**src/rtl/layer_pkg.sv**
```systemverilog
// Shared types and constants for the layer mixer: fade FSM states, the sync
// bundle that travels with each pixel, and the channel brightness scaler.
package layer_pkg;

   typedef enum logic [1:0] {
      IDLE     = 2'd0,
      FADE_OUT = 2'd1,
      FADE_IN  = 2'd2
   } fade_state_t;

   localparam logic [4:0]  LEVEL_MAX               = 5'd16;
   localparam logic [11:0] TRANSPARENT_KEY_DEFAULT = 12'hF0F;

   typedef struct packed {
      logic hs;
      logic vs;
      logic de;
   } sync_t;

   localparam sync_t SYNC_RESET = '{hs: 1'b1, vs: 1'b1, de: 1'b0};

   // Brightness scale: (c * level) >> 4 on a 9-bit product, kept to 4 bits.
   function automatic logic [3:0] scale_channel(input logic [3:0] c, input logic [4:0] level);
      return 4'(({5'd0, c} * {4'd0, level}) >> 4);
   endfunction

endpackage

```
**src/rtl/delay_line.sv**
```systemverilog
// Fixed-depth shift register with a reset pattern; also exposes one bit taken
// a single stage before the output so callers can act one cycle early.
module delay_line #(
   parameter int               WIDTH       = 3,
   parameter int               DEPTH       = 3,
   parameter logic [WIDTH-1:0] RESET_VALUE = '0,
   parameter int               TAP_BIT     = 0
) (
   input  logic             pixel_clk,
   input  logic             reset_n,
   input  logic [WIDTH-1:0] data,
   output logic [WIDTH-1:0] delayed,
   output logic             tap_bit
);

   logic [DEPTH-1:0][WIDTH-1:0] stages;

   // NOTE: every stage gets the reset pattern, so no stale sync from before
   // reset can ever reach the output; non-blocking assignments keep the
   // shift order independent of statement order.
   always_ff @(posedge pixel_clk or negedge reset_n) begin
      if (!reset_n) begin
         stages <= {DEPTH{RESET_VALUE}};
      end else begin
         stages[0] <= data;
         for (int i = 1; i < DEPTH; i++) stages[i] <= stages[i-1];
      end
   end

   assign delayed = stages[DEPTH-1];

   generate
      if (DEPTH > 1) begin : g_tap_stage
         assign tap_bit = stages[DEPTH-2][TAP_BIT];
      end else begin : g_tap_input
         assign tap_bit = data[TAP_BIT];
      end
   endgenerate

endmodule

```
**src/rtl/layer_mixer.sv**
```systemverilog
// Two-layer pixel mixer: sprite-over-background keying, frame-stepped global
// fade, one output register stage, syncs delayed to match the colour path.
module layer_mixer
   import layer_pkg::*;
#(
   parameter int          LAYER_LATENCY   = 2,
   parameter logic [11:0] TRANSPARENT_KEY = TRANSPARENT_KEY_DEFAULT
) (
   input  logic        pixel_clk,
   input  logic        reset_n,
   input  logic        hs_in,
   input  logic        vs_in,
   input  logic        de_in,
   input  logic [11:0] bg_color,
   input  logic [11:0] fg_color,
   input  logic        fg_valid,
   input  logic        fade_req,
   input  logic        fade_dir,
   output logic [3:0]  red,
   output logic [3:0]  green,
   output logic [3:0]  blue,
   output logic        hs_out,
   output logic        vs_out,
   output logic        de_out,
   output logic        fade_busy
);

   sync_t sync_in, sync_out;
   logic  de_aligned;

   assign sync_in = '{hs: hs_in, vs: vs_in, de: de_in};

   // de is bit 0 of sync_t; its early tap lines up with bg_color/fg_color.
   delay_line #(
      .WIDTH       (3),
      .DEPTH       (LAYER_LATENCY + 1),
      .RESET_VALUE (SYNC_RESET),
      .TAP_BIT     (0)
   ) u_sync_delay (
      .pixel_clk (pixel_clk),
      .reset_n   (reset_n),
      .data      (sync_in),
      .delayed   (sync_out),
      .tap_bit   (de_aligned)
   );

   assign hs_out = sync_out.hs;
   assign vs_out = sync_out.vs;
   assign de_out = sync_out.de;

   // Frame tick: rising edge of the registered vsync, i.e. end of sync pulse.
   logic vs_q, vs_q2, frame_tick;

   always_ff @(posedge pixel_clk or negedge reset_n) begin
      if (!reset_n) begin
         vs_q  <= 1'b1;
         vs_q2 <= 1'b1;
      end else begin
         vs_q  <= vs_in;
         vs_q2 <= vs_q;
      end
   end

   assign frame_tick = vs_q & ~vs_q2;

   fade_state_t state, state_next;
   logic [4:0]  level, level_next;

   always_ff @(posedge pixel_clk or negedge reset_n) begin
      if (!reset_n) begin
         state <= IDLE;
         level <= LEVEL_MAX;
      end else begin
         state <= state_next;
         level <= level_next;
      end
   end

   // NOTE: hold-value defaults up front keep this block free of latches.
   always_comb begin
      state_next = state;
      level_next = level;
      case (state)
         IDLE: begin
            if (fade_req) state_next = fade_dir ? FADE_IN : FADE_OUT;
         end
         FADE_OUT: begin
            if (level == 5'd0) begin
               state_next = IDLE;
            end else if (frame_tick) begin
               level_next = level - 5'd1;
               if (level == 5'd1) state_next = IDLE;
            end
         end
         FADE_IN: begin
            if (level == LEVEL_MAX) begin
               state_next = IDLE;
            end else if (frame_tick) begin
               level_next = level + 5'd1;
               if (level == LEVEL_MAX - 5'd1) state_next = IDLE;
            end
         end
         default: state_next = IDLE;
      endcase
   end

   always_comb begin
      fade_busy = (state != IDLE);
   end

   logic [11:0] selected;

   always_comb begin
      selected = (fg_valid && (fg_color != TRANSPARENT_KEY)) ? fg_color : bg_color;
   end

   always_ff @(posedge pixel_clk or negedge reset_n) begin
      if (!reset_n) begin
         red   <= 4'd0;
         green <= 4'd0;
         blue  <= 4'd0;
      end else if (de_aligned) begin
         red   <= scale_channel(selected[11:8], level);
         green <= scale_channel(selected[7:4],  level);
         blue  <= scale_channel(selected[3:0],  level);
      end else begin
         red   <= 4'd0;
         green <= 4'd0;
         blue  <= 4'd0;
      end
   end

endmodule

```
**config.mk**
```make
export PLATFORM = sky130hd
export DESIGN_NAME = layer_mixer
export DESIGN_NICKNAME = d
export VERILOG_FILES = /design/src/rtl/layer_pkg.sv /design/src/rtl/delay_line.sv /design/src/rtl/layer_mixer.sv
export SDC_FILE = /design/constraint.sdc
export NUM_CORES = 1
export LEC_CHECK = 0
export CORE_AREA = 8 8 81 83
export CTS_CLUSTER_DIAMETER = 30
export DETAILED_ROUTE_END_ITERATION = 16
export DIE_AREA = 0 0 89 91
export PLACE_DENSITY = 0.86
export SYNTH_ARGS = -nofsm -noshare
export SYNTH_HDL_FRONTEND = slang
export SYNTH_SLANG_ARGS = --single-unit
```
**constraint.sdc**
```tcl
create_clock -name pixel_clk -period 4.7 [get_ports pixel_clk]
set_input_delay 1.175 -clock pixel_clk [delete_from_list [all_inputs] [get_ports pixel_clk]]
set_output_delay 1.175 -clock pixel_clk [all_outputs]
set_load 0.05 [all_outputs]
```
==> results by group <==
Status
  – Status: finished, final reports clean

Floorplan
  – Die area: 8099 µm²
  – Die width: 89 µm
  – Starting Density: 0.5162
  – # IOs: 48
  – Row count: 27
  – Die height: 91 µm
  – Core region area: 5338 µm²

Clock tree
  – CTS clk-pin slew, worst paths: 0.09 ns
  – Worst skew pair latency: 0.27 ns
  – CTS max path bufs: 2
  – CTS root buffer: clkbuf_8
  – Level count of the clock H-tree: 1
  – Hold_buf cts: 0
  – TritonCTS Buffers: 3
  – CTS sink count: 28
  – CTS tree: done

Final layout
  – Final Cell Area: 3776 µm²
  – Area delta synth->final: 37.06%
  – Commonest cells after routing, fill and taps aside: buf_4 (46), clkdlybuf4s50_1 (34), nand2_1 (32)
  – ANT cells: 0
  – Commonest non-fill, non-tap cell in the layout: buf_4
  – Final #Nets: 463
  – Share of layout cells above drive strength 1: 0.2727

Setup path
  – CP startpoint: fg_color[8]
  – CP required: 4.87 ns
  – Crit end category: flop
  – Critical Path Start Type: primary input
  – Worst flop-to-flop path startpoint: level[2]
  – Reg2reg setup slack: 1.34 ns
  – Reg2reg path depth: 12
  – R2R Path End: blue[3]
  – WP data arrival: 4.80 ns
  – Worst-path fanout max: 4
  – WS Path Type: in2reg

STA
  – Final worst-path setup slack: 0.06825 ns
  – Final min period: 4.632 ns
  – Slew @ Worst Pin: 0.9632 ns
  – Hold Vio Cnt, Final: 0
  – Crit share post-route: 0.9855
  – Relative slew slack: 0.3558
  – Final Slew Violations: 0
  – Setup TNS: 0 ns
  – Setup-failing EPs final: 0
  – Max Freq: 215.9 MHz
  – Clk_skew: 0.002175 ns

Global routing
  – Largest net degree at the start of global routing: 23
  – GRT Overall Usage: 0.1824
  – Initial antenna violation count: 0
  – Global route overflow: 0
  – Vias in the first global route: 2639
  – First-pass GRT wire length: 11920 µm

Power and ir drop
  – Power Internal: 0.001050 W
  – Power Dens Cells: 521.7 nW/µm²
  – Sw Pwr: 0.0009197 W
  – Peak VDD IR: 0.0003655 V
  – Overall power: 0.001970 W
  – Switching Share: 0.4668
  – Flop pwr share: 0.219
  – Clock network power share: 0.066
  – Leak Pwr: 1.908 nW
  – Combinational power share: 0.715

Synth
  – Cells after synthesis: 296
  – Flop and latch count out of synthesis: 28
  – Ys flop type: dfrtp_1
  – Synthesis Warnings: 0
  – Largest cells by area after synthesis: dfrtp_1 (19%), ha_1 (14%), fa_1 (11%), and2_1 (7.3%), dfstp_2 (6.7%)
  – Synth area leader: dfrtp_1
  – EDFF count, synth: 0
  – Register area share after synthesis: 0.2575
  – Mapped Area: 2755 µm²
  – Mapped Nets: 373
  – Mean post-synth cell area: 9.308 µm²
  – Async S/R FF share, synth: 1.000
  – Distinct cell type count after synthesis: 47
  – Area share of the largest cell type after synthesis: 0.1907

Drt
  – Drt drc: 0
  – Iter 0 DRT Violations: 118
  – DRT antenna net count: 0
  – Routed WL: 7155 µm
  – Avg WL per Cell: 15.66 µm
  – Vias after detailed routing: 2461
  – DR pass1 iterations: 4
  – Via/cell ratio: 5.385

Worst hold path
  – HP Start: u_sync_delay.stages[5]
  – Worst hold path endpoint: u_sync_delay.delayed[2]
  – WHS Path Cells: 0
  – HP Class: reg2reg

Job
  – Maxcap violations: 0

Placed design
  – IO Port Bufs: 47
  – Placer congestion estimate: 0.8473
  – Place WS: -0.6005 ns
  – DP Wirelength: 5519 µm
  – DP Area: 3642 µm²
cells by family (layout without fill, tap and decap cells):
family	Yosys count	count (layout)	synth area share
muxes	13	13	0.04995
xor gates and xnor gates	22	22	0.06994
buffers and inverters	36	125	0.04995
adders and majority gates	45	45	0.2452
AOI/OAI and AO/OA	42	42	0.1126
and+or+nand+nor	110	110	0.2148
DFF	28	28	0.2575
cell usage after synthesis, types with 2 or more instances:
library cell,count
nor2b_1,7
clkbuf_1,7
o221ai_1,2
and3_1,4
buf_2,2
or2_2,2
fa_1,15
dfstp_2,7
xnor2_1,14
mux2_2,6
nand2b_1,4
mux2i_1,7
nand2_1,34
nor2_1,12
inv_1,26
o21ai_1,2
o21ai_0,6
nand4_1,4
a31o_2,2
xor2_1,8
nand3_1,3
dfrtp_1,21
a21oi_1,12
ha_1,30
a31oi_1,3
o31ai_1,2
a21o_1,3
and2_1,32
stage by stage:
stage                     hold slack (ns)  utilization  instances
after floorplan                    0.3312            -        296
after global placement             0.3326       0.6824        447
after detailed placement           0.3448       0.6824        447
after CTS                          0.3610       0.6995        455
after global routing               0.3649       0.7075        457
final                              0.3605       0.7075        457
state kept, by name, indices dropped and copies added (netlist names):
| name | count |
|---|---|
| blue | 4 |
| green | 4 |
| level | 5 |
| red | 4 |
| state | 2 |
| u_sync_delay.delayed | 3 |
| u_sync_delay.stages | 5 |
| u_sync_delay.tap_bit | 1 |
per-layer routing:
metal	GRT usage	part of all wire
met5	0	0
met1	0.2020	0.39
met4	0.05409	0.024
met3	0.04505	0.046
met2	0.3290	0.54
power by group through the flow:
stage	sequential [W]	combinational, W	clock, W
finish	0.000431	0.00141	0.000129
global placement	0.000430	0.00128	0
global route	0.000445	0.00157	0.000145
floorplan	0.000472	0.000875	0
detailed placement	0.000430	0.00134	0
CTS	0.000427	0.00138	0.000134
what timing repair did:
item / in CTS / in global routing
setup endpoints to repair: 8 / 8
setup buffers: 4 / 3
pin swaps: 14 / 23
endpoints found under the hold margin: 0 / 0
gates resized for setup: 21 / 36
critical path, cell delays in order:
cell             delay, ns
clkdlybuf4s15_1       0.18
and3_4                0.18
and4_4                0.20
a21boi_4              0.24
buf_6                 0.15
mux2_4                0.31
and2_4                0.16
fa_1                  0.51
inv_2                 0.05
fa_1                  0.51
inv_2                 0.04
ha_4                  0.22
and4_1                0.20
a211o_1               0.29
a21oi_2               0.15
xnor2_1               0.08
and2_1                0.16
area by class of cell:
| class | instances | area, µm² |
|---|---|---|
| Multi-Input combinational cell | 232 | 2028 |
| Fill cell | 391 | 1562 |
| Timing Repair Buffer | 95 | 805.8 |
| Sequential cell | 28 | 709.4 |
| Inverter | 26 | 97.59 |
| Tap cell | 72 | 90.09 |
| Clock buffer | 4 | 45.04 |
worst max-delay path by stage:
stage          cells past startpoint       end  slack (ns)
3_5_place_dp                      18   blue[3]       -0.60
5_1_grt                           17   blue[3]       -0.06
2_1_floorplan                     16   blue[3]      0.0004
3_3_place_gp                      17  green[3]       -0.50
6_report                          17   blue[3]        0.07
4_1_cts                           17  green[3]        0.01
No activity file was read; power rests on OpenSTA's default activity.
